### src/rtl/i2c_slave_ctrl_mc.sv
// I2C slave control FSM: multi-slot 7/10-bit addressing, general call, RX byte limit,
// clock-stretch timeout and START/STOP abort. All outputs are registered.
module i2c_slave_ctrl_mc #(
  parameter int unsigned     NUM_ADDR        = 4,
  parameter int unsigned     SLOT_W          = 2,
  parameter int unsigned     BCNT_W          = 8,
  parameter int unsigned     TO_W            = 16,
  parameter logic [TO_W-1:0] STRETCH_TIMEOUT = 16'd50000
) (
  input  logic                clk,
  input  logic                rst,
  input  logic                start,
  input  logic                stop,
  input  logic                rw_mode,
  input  logic                SDA_sync,
  input  logic                ack_prep,
  input  logic                ack_check,
  input  logic                ack_done,
  input  logic [NUM_ADDR-1:0] addr_match_1,
  input  logic [NUM_ADDR-1:0] addr_match_2,
  input  logic [NUM_ADDR-1:0] slot_10bit,
  input  logic                gc_enable,
  input  logic                gc_detect,
  input  logic                TX_fifo_empty,
  input  logic                RX_fifo_full,
  input  logic                en_clock_strech,
  input  logic [BCNT_W-1:0]   max_rx_bytes,
  output logic                rx_enable,
  output logic                SCL_out_slave,
  output logic                busy_slave,
  output logic                TX_read_enable_slave,
  output logic                RX_write_enable_slave,
  output logic                ack_error_set_slave,
  output logic [1:0]          sda_mode,
  output logic                load_data,
  output logic                tx_enable,
  output logic                rw_store,
  output logic [SLOT_W-1:0]   matched_slot,
  output logic                general_call,
  output logic [BCNT_W-1:0]   byte_count,
  output logic                stretch_timeout_err
);

  localparam int unsigned IDX_W = (NUM_ADDR > 1) ? $clog2(NUM_ADDR) : 1;

  typedef enum logic [4:0] {
    IDLE, GET_ADDR_1, CHECK_ADDR_1, NO_MATCH, ACK_SEND_1, GET_ADDR_2, CHECK_ADDR_2,
    ACK_SEND_2, FIFO_CHK_TX, STRETCH_TX, LOAD, DATA_TX, DATA_WAIT, ACK_CHECK, RE_ACK,
    RE_NACK, FIFO_CHK_RX, RX_BYTE, SEND_ACK, SEND_NACK, RX_WRITE, RX_DROP, TIMEOUT
  } state_e;

  state_e            state_q, state_d;
  logic [TO_W-1:0]   to_cnt_q;
  logic              nack_entry_q, to_entry_q;
  logic              gc_hit_c, hit_c, ten_c, hold_c, timeout_c, limit_c, clr_c;
  logic [SLOT_W-1:0] slot_c;
  logic              rx_enable_d, scl_d, busy_d, tx_rd_d, rx_wr_d, load_d, tx_en_d, rw_store_d;
  logic [1:0]        sda_mode_d;

  // Next state and Moore output decode of the current state
  always_comb begin
    state_d     = state_q;
    gc_hit_c    = gc_enable & gc_detect & ~rw_mode;
    hit_c       = 1'b0;
    ten_c       = 1'b0;
    slot_c      = '0;
    rx_enable_d = 1'b0;
    busy_d      = (state_q != IDLE);
    tx_rd_d     = 1'b0;
    rx_wr_d     = 1'b0;
    load_d      = 1'b0;
    tx_en_d     = 1'b0;
    rw_store_d  = 1'b0;
    sda_mode_d  = 2'b00;

    // Lowest-index matching slot wins
    for (int unsigned i = 0; i < NUM_ADDR; i++) begin
      if (!hit_c && addr_match_1[IDX_W'(i)]) begin
        hit_c  = 1'b1;
        ten_c  = slot_10bit[IDX_W'(i)];
        slot_c = SLOT_W'(i);
      end
    end

    hold_c    = (state_q == FIFO_CHK_TX) || (state_q == STRETCH_TX) ||
                ((state_q == FIFO_CHK_RX) && en_clock_strech && RX_fifo_full);
    timeout_c = (STRETCH_TIMEOUT != '0) && hold_c && (to_cnt_q == STRETCH_TIMEOUT - TO_W'(1));
    limit_c   = (max_rx_bytes != '0) && (byte_count >= max_rx_bytes);
    scl_d     = ~hold_c;

    unique case (state_q)
      IDLE:         if (start) state_d = GET_ADDR_1;
      GET_ADDR_1: begin
        rx_enable_d = 1'b1;
        rw_store_d  = 1'b1;
        if (ack_prep) state_d = CHECK_ADDR_1;
      end
      CHECK_ADDR_1: begin
        if (gc_hit_c)   state_d = ACK_SEND_2;
        else if (hit_c) state_d = ten_c ? ACK_SEND_1 : ACK_SEND_2;
        else            state_d = NO_MATCH;
      end
      NO_MATCH: begin
        sda_mode_d = 2'b10;
        if (ack_done) state_d = IDLE;
      end
      ACK_SEND_1: begin
        sda_mode_d = 2'b01;
        if (ack_done) state_d = GET_ADDR_2;
      end
      GET_ADDR_2: begin
        rx_enable_d = 1'b1;
        if (ack_prep) state_d = CHECK_ADDR_2;
      end
      CHECK_ADDR_2: state_d = addr_match_2[IDX_W'(matched_slot)] ? ACK_SEND_2 : NO_MATCH;
      ACK_SEND_2: begin
        sda_mode_d = 2'b01;
        if (ack_done) state_d = rw_mode ? FIFO_CHK_TX : FIFO_CHK_RX;
      end
      FIFO_CHK_TX, STRETCH_TX:
        state_d = (en_clock_strech && TX_fifo_empty) ? STRETCH_TX : LOAD;
      LOAD: begin
        load_d  = 1'b1;
        state_d = DATA_TX;
      end
      DATA_TX: begin
        sda_mode_d = 2'b11;
        tx_en_d    = 1'b1;
        if (ack_prep) state_d = DATA_WAIT;
      end
      DATA_WAIT:    if (ack_check) state_d = ACK_CHECK;
      ACK_CHECK: begin
        tx_rd_d = 1'b1;
        state_d = SDA_sync ? RE_NACK : RE_ACK;
      end
      RE_ACK:       if (ack_done) state_d = FIFO_CHK_TX;
      RE_NACK:      state_d = RE_NACK;
      FIFO_CHK_RX:  if (!(en_clock_strech && RX_fifo_full)) state_d = RX_BYTE;
      RX_BYTE: begin
        rx_enable_d = 1'b1;
        if (ack_prep) state_d = (RX_fifo_full || limit_c) ? SEND_NACK : SEND_ACK;
      end
      SEND_ACK: begin
        sda_mode_d = 2'b01;
        if (ack_done) state_d = RX_WRITE;
      end
      SEND_NACK: begin
        sda_mode_d = 2'b10;
        if (ack_done) state_d = RX_DROP;
      end
      RX_WRITE: begin
        rx_wr_d = 1'b1;
        state_d = FIFO_CHK_RX;
      end
      RX_DROP:      state_d = RX_BYTE;
      TIMEOUT:      state_d = TIMEOUT;
      default:      state_d = IDLE;
    endcase

    // Bus conditions override everything once a transaction is active
    if (state_q != IDLE) begin
      if (stop)           state_d = IDLE;
      else if (start)     state_d = GET_ADDR_1;
      else if (timeout_c) state_d = TIMEOUT;
    end

    clr_c = (state_d == IDLE) || (state_d == GET_ADDR_1);
  end

  always_ff @(posedge clk) begin
    if (rst) begin
      state_q               <= IDLE;
      to_cnt_q              <= '0;
      nack_entry_q          <= 1'b0;
      to_entry_q            <= 1'b0;
      rx_enable             <= 1'b0;
      SCL_out_slave         <= 1'b1;
      busy_slave            <= 1'b0;
      TX_read_enable_slave  <= 1'b0;
      RX_write_enable_slave <= 1'b0;
      ack_error_set_slave   <= 1'b0;
      sda_mode              <= 2'b00;
      load_data             <= 1'b0;
      tx_enable             <= 1'b0;
      rw_store              <= 1'b0;
      matched_slot          <= '0;
      general_call          <= 1'b0;
      byte_count            <= '0;
      stretch_timeout_err   <= 1'b0;
    end else begin
      state_q               <= state_d;
      to_cnt_q              <= hold_c ? to_cnt_q + TO_W'(1) : '0;
      nack_entry_q          <= (state_d == SEND_NACK) && (state_q != SEND_NACK);
      to_entry_q            <= (state_d == TIMEOUT) && (state_q != TIMEOUT);
      rx_enable             <= rx_enable_d;
      SCL_out_slave         <= scl_d;
      busy_slave            <= busy_d;
      TX_read_enable_slave  <= tx_rd_d;
      RX_write_enable_slave <= rx_wr_d;
      ack_error_set_slave   <= nack_entry_q;
      sda_mode              <= sda_mode_d;
      load_data             <= load_d;
      tx_enable             <= tx_en_d;
      rw_store              <= rw_store_d;
      stretch_timeout_err   <= to_entry_q;
      if (state_q == CHECK_ADDR_1 && !gc_hit_c && hit_c) matched_slot <= slot_c;
      if (clr_c)
        general_call <= 1'b0;
      else if (state_q == CHECK_ADDR_1 && gc_hit_c && state_d == ACK_SEND_2)
        general_call <= 1'b1;
      // Saturating count of completed data bytes
      if (clr_c)
        byte_count <= '0;
      else if ((state_q == ACK_CHECK || state_q == RX_WRITE) && byte_count != '1)
        byte_count <= byte_count + BCNT_W'(1);
    end
  end

endmodule
### config.mk
export PLATFORM = sky130hd
export DESIGN_NAME = i2c_slave_ctrl_mc
export DESIGN_NICKNAME = d
export VERILOG_FILES = /design/src/rtl/i2c_slave_ctrl_mc.sv
export SDC_FILE = /design/constraint.sdc
export NUM_CORES = 1
export LEC_CHECK = 0
export ABC_AREA = 1
export CAP_MARGIN = 0
export CELL_PAD_IN_SITES_DETAIL_PLACEMENT = 1
export CELL_PAD_IN_SITES_GLOBAL_PLACEMENT = 1
export CORE_UTILIZATION = 36
export DETAILED_ROUTE_END_ITERATION = 6
export HOLD_SLACK_MARGIN = 0.03
export PLACE_DENSITY = 0.89
export SLEW_MARGIN = 20
export SYNTH_ARGS = -nofsm -noshare
export SYNTH_HDL_FRONTEND = slang
export SYNTH_SLANG_ARGS = --single-unit
### constraint.sdc
create_clock -name clk -period 1.9 [get_ports clk]
set_input_delay 0.38 -clock clk [delete_from_list [all_inputs] [get_ports clk]]
set_output_delay 0.38 -clock clk [all_outputs]
set_load 0.01 [all_outputs]
==> results.json <==
{
  "syn_to_final_growth_pct": 49.9,
  "fmax_mhz": 483,
  "power_leakage_nw": 1.89,
  "slew_viol_final": 0,
  "grt_antenna_before_repair": 0,
  "relSlewSlack": 0.684,
  "hold_violations": 0,
  "grt_usage": 0.252,
  "post-route-period-util": 1.09,
  "syn_avg_cell_area_um2": 6.61,
  "synth_area_leader_cell": "dfxtp_1",
  "dieArea_um2": 8080,
  "viasPerCell": 5.35,
  "r2r_setup_slack_ns": -0.08,
  "grt_max_degree": 17,
  "clock_latency_ns": 0.31,
  "yosys_register_bits": 46,
  "clkTransAtPathRegs_ns": 0.10,
  "arrival_ns": 2.32,
  "cts.path.max_buffers": 2,
  "drive_gt1_frac": 0.250,
  "wl_um": 11600,
  "synth_seq_area_share": 0.331,
  "outcome": "finished, violations left",
  "root_buffer": "clkbuf_8",
  "post-route-util": 0.566,
  "worst_slack_ns": -0.170,
  "final_nets": 576,
  "power_density_nw_per_um2": 556,
  "synth-main-ff-cell": "dfxtp_1",
  "vias": 3383,
  "cts_made_buffers": 5,
  "die_w_um": 89.9,
  "timing.rr.end": "byte_count[7]",
  "crit_path_start": "max_rx_bytes[2]",
  "core_um2": 7370,
  "first_pass_iters": 4,
  "period_needed_ns": 2.07,
  "grt_pass1_wl_um": 16300,
  "synth_commonest_cells": "nand2_1, nor2_1, inv_1",
  "gr-total-overflow": 0,
  "num_rows": 31,
  "ctsHoldBuffers": 0,
  "crit_fanout": 2,
  "yosys-top-cells-area": "dfxtp_1, nand2_1, nor2_1",
  "synth_edf_count": 0,
  "critPathRequiredTime_ns": 2.15,
  "critPathCapture": "nack_entry_q",
  "peakVddDrop_mv": 0.285,
  "place_inst": 618,
  "synth_most_common_cell": "nand2_1",
  "antenna_left": 0,
  "worst_slew_pin_slew_ns": 0.472,
  "finClkSkew_ns": 0.0152,
  "die_h_um": 89.9,
  "cts_sinks": 46,
  "grt_pass1_vias": 3520,
  "instances_no_fill": 632,
  "drt_iter0_markers": 286,
  "drv_cap": 0,
  "start_util": 0.377,
  "synth_top_area_frac": 0.331,
  "htreeDepth": 2,
  "drt_drc_violations_left": 0,
  "failed_checks": "setup timing",
  "ff2ff_path_depth": 10,
  "hold_class": "flop to flop",
  "hpwlAfterDp_um": 7850,
  "io_pins": 57,
  "rsz0062_at_grt": "true",
  "yosys_warnings": 0,
  "synth.distinct_cells": 37,
  "setup_viol": 4,
  "start_kind": "primary input",
  "wl_per_cell_um": 18.3,
  "syn-num-nets": 465,
  "cts_tree": "yes",
  "finalWeightedCongestion": 0.898,
  "setup.worst_path.class": "primary input to flop",
  "num_antenna_cells": 0,
  "rr_startpoint": "state_q[4]",
  "synthCells": 421,
  "ys_async_sr_fraction": 0,
  "syn-cell-area_um2": 2780,
  "end_kind": "flop",
  "io_buffers": 56
}
## cell families (layout without fill, tap and decap cells)
kind of cell	after synthesis	in the layout	synth area share
XOR/XNOR	12	12	0.0378
buffers and inverters	70	181	0.100
multiplexers	1	1	0.00360
flip-flops	46	46	0.331
adder cells (fa/ha/maj)	10	10	0.0450
AND/OR/NAND/NOR	240	241	0.394
AO/OA/AOI/OAI	42	42	0.0882
## worst max-delay path: stages
cell	delay [ns]
clkdlybuf4s50_1	0.48
inv_2	0.06
ha_4	0.27
nand2_1	0.07
inv_1	0.08
nand3_1	0.08
nand3_1	0.08
nand2_1	0.08
nand2_1	0.09
nand2_1	0.07
nand2_1	0.06
nand2_1	0.05
nand2_1	0.08
nand2_1	0.07
nand2_1	0.11
nand2_1	0.07
nor2_1	0.12
## timing repair
item | CTS | global route
endpoints found under the setup margin | 16 | 20
pin swaps | 0 | 16
setup buffers | 0 | 5
resized for setup | 11 | 62
cloned | 0 | 1
## layout make-up
cell class                 count  area, um^2
multi-input combinational    306        1800
tap                           99         124
clock buffer                   6        72.6
inverter                      65         244
timing repair buffer         108         966
fill                         937        3200
clock inverter                 2        13.8
sequential                    46         946
## layout by cell type (no fill, tap or decap), drive strengths merged, types with 3 or more instances in the layout
cell type | Yosys | layout
dlymetal6s2s | 0 | 6
buf | 4 | 52
a31oi | 3 | 3
nor3 | 11 | 11
a21boi | 3 | 3
clkinv | 1 | 3
ha | 10 | 10
clkbuf | 1 | 6
nand4 | 10 | 10
xor2 | 12 | 12
nand2 | 92 | 93
nand3b | 3 | 3
nand3 | 41 | 41
nor2 | 77 | 77
clkdlybuf4s50 | 0 | 50
inv | 64 | 64
a21oi | 18 | 18
o21ai | 13 | 13
dfxtp | 46 | 46
## registers in the layout, summed over array words and instances, names as in the netlist
signal and flops:
to_entry_q 1, RX_write_enable_slave 1, load_data 1, stretch_timeout_err 1, rx_enable 1, busy_slave 1, byte_count 8, state_q 5
tx_enable 1, nack_entry_q 1, ack_error_set_slave 1, TX_read_enable_slave 1, matched_slot 2, sda_mode 2, general_call 1, rw_store 1
SCL_out_slave 1, to_cnt_q 16
## routing by layer
layer	vias to the layer above	GRT usage	routed length, um
met5	-	0	0
met4	0	0.103	518
met3	42	0.0237	573
met2	132	0.483	6040
met1	1632	0.284	4440
li1	1577	-	-
## power by group
| group | leakage [nW] | total [W] | switching (W) | internal, W |
|---|---|---|---|---|
| logic | 1.47 | 0.000659 | 0.000368 | 0.000291 |
| clock network | 0.0452 | 0.000625 | 0.000365 | 0.000261 |
| registers | 0.377 | 0.00103 | 0.0000448 | 0.000990 |
## worst min-delay path by stage
stage / end / cells past startpoint / startpoint
floorplan: ack_error_set_slave / 2 / nack_entry_q
global placement: stretch_timeout_err / 2 / to_entry_q
detailed placement: stretch_timeout_err / 2 / to_entry_q
CTS: stretch_timeout_err / 2 / to_entry_q
global route: to_cnt_q[0] / 1 / to_cnt_q[0]
finish: stretch_timeout_err / 2 / to_entry_q
## metrics by stage
stage / setup TNS (ns) / hold slack, ns / total power [W] / instance area, um^2 / worst slack, ns
2_1_floorplan: 0 / 0.388 / 0.00131 / 2780 / 0.308
3_3_place_gp: -2.03 / 0.402 / 0.00160 / 3780 / -0.219
3_5_place_dp: -4.73 / 0.407 / 0.00163 / 3780 / -0.466
4_1_cts: 0 / 0.420 / 0.00226 / 3900 / 0.00720
5_1_grt: -1.43 / 0.462 / 0.00242 / 4170 / -0.330
6_report: -0.293 / 0.415 / 0.00232 / 4170 / -0.170
Note: power is estimated with default switching activity, not from simulation.
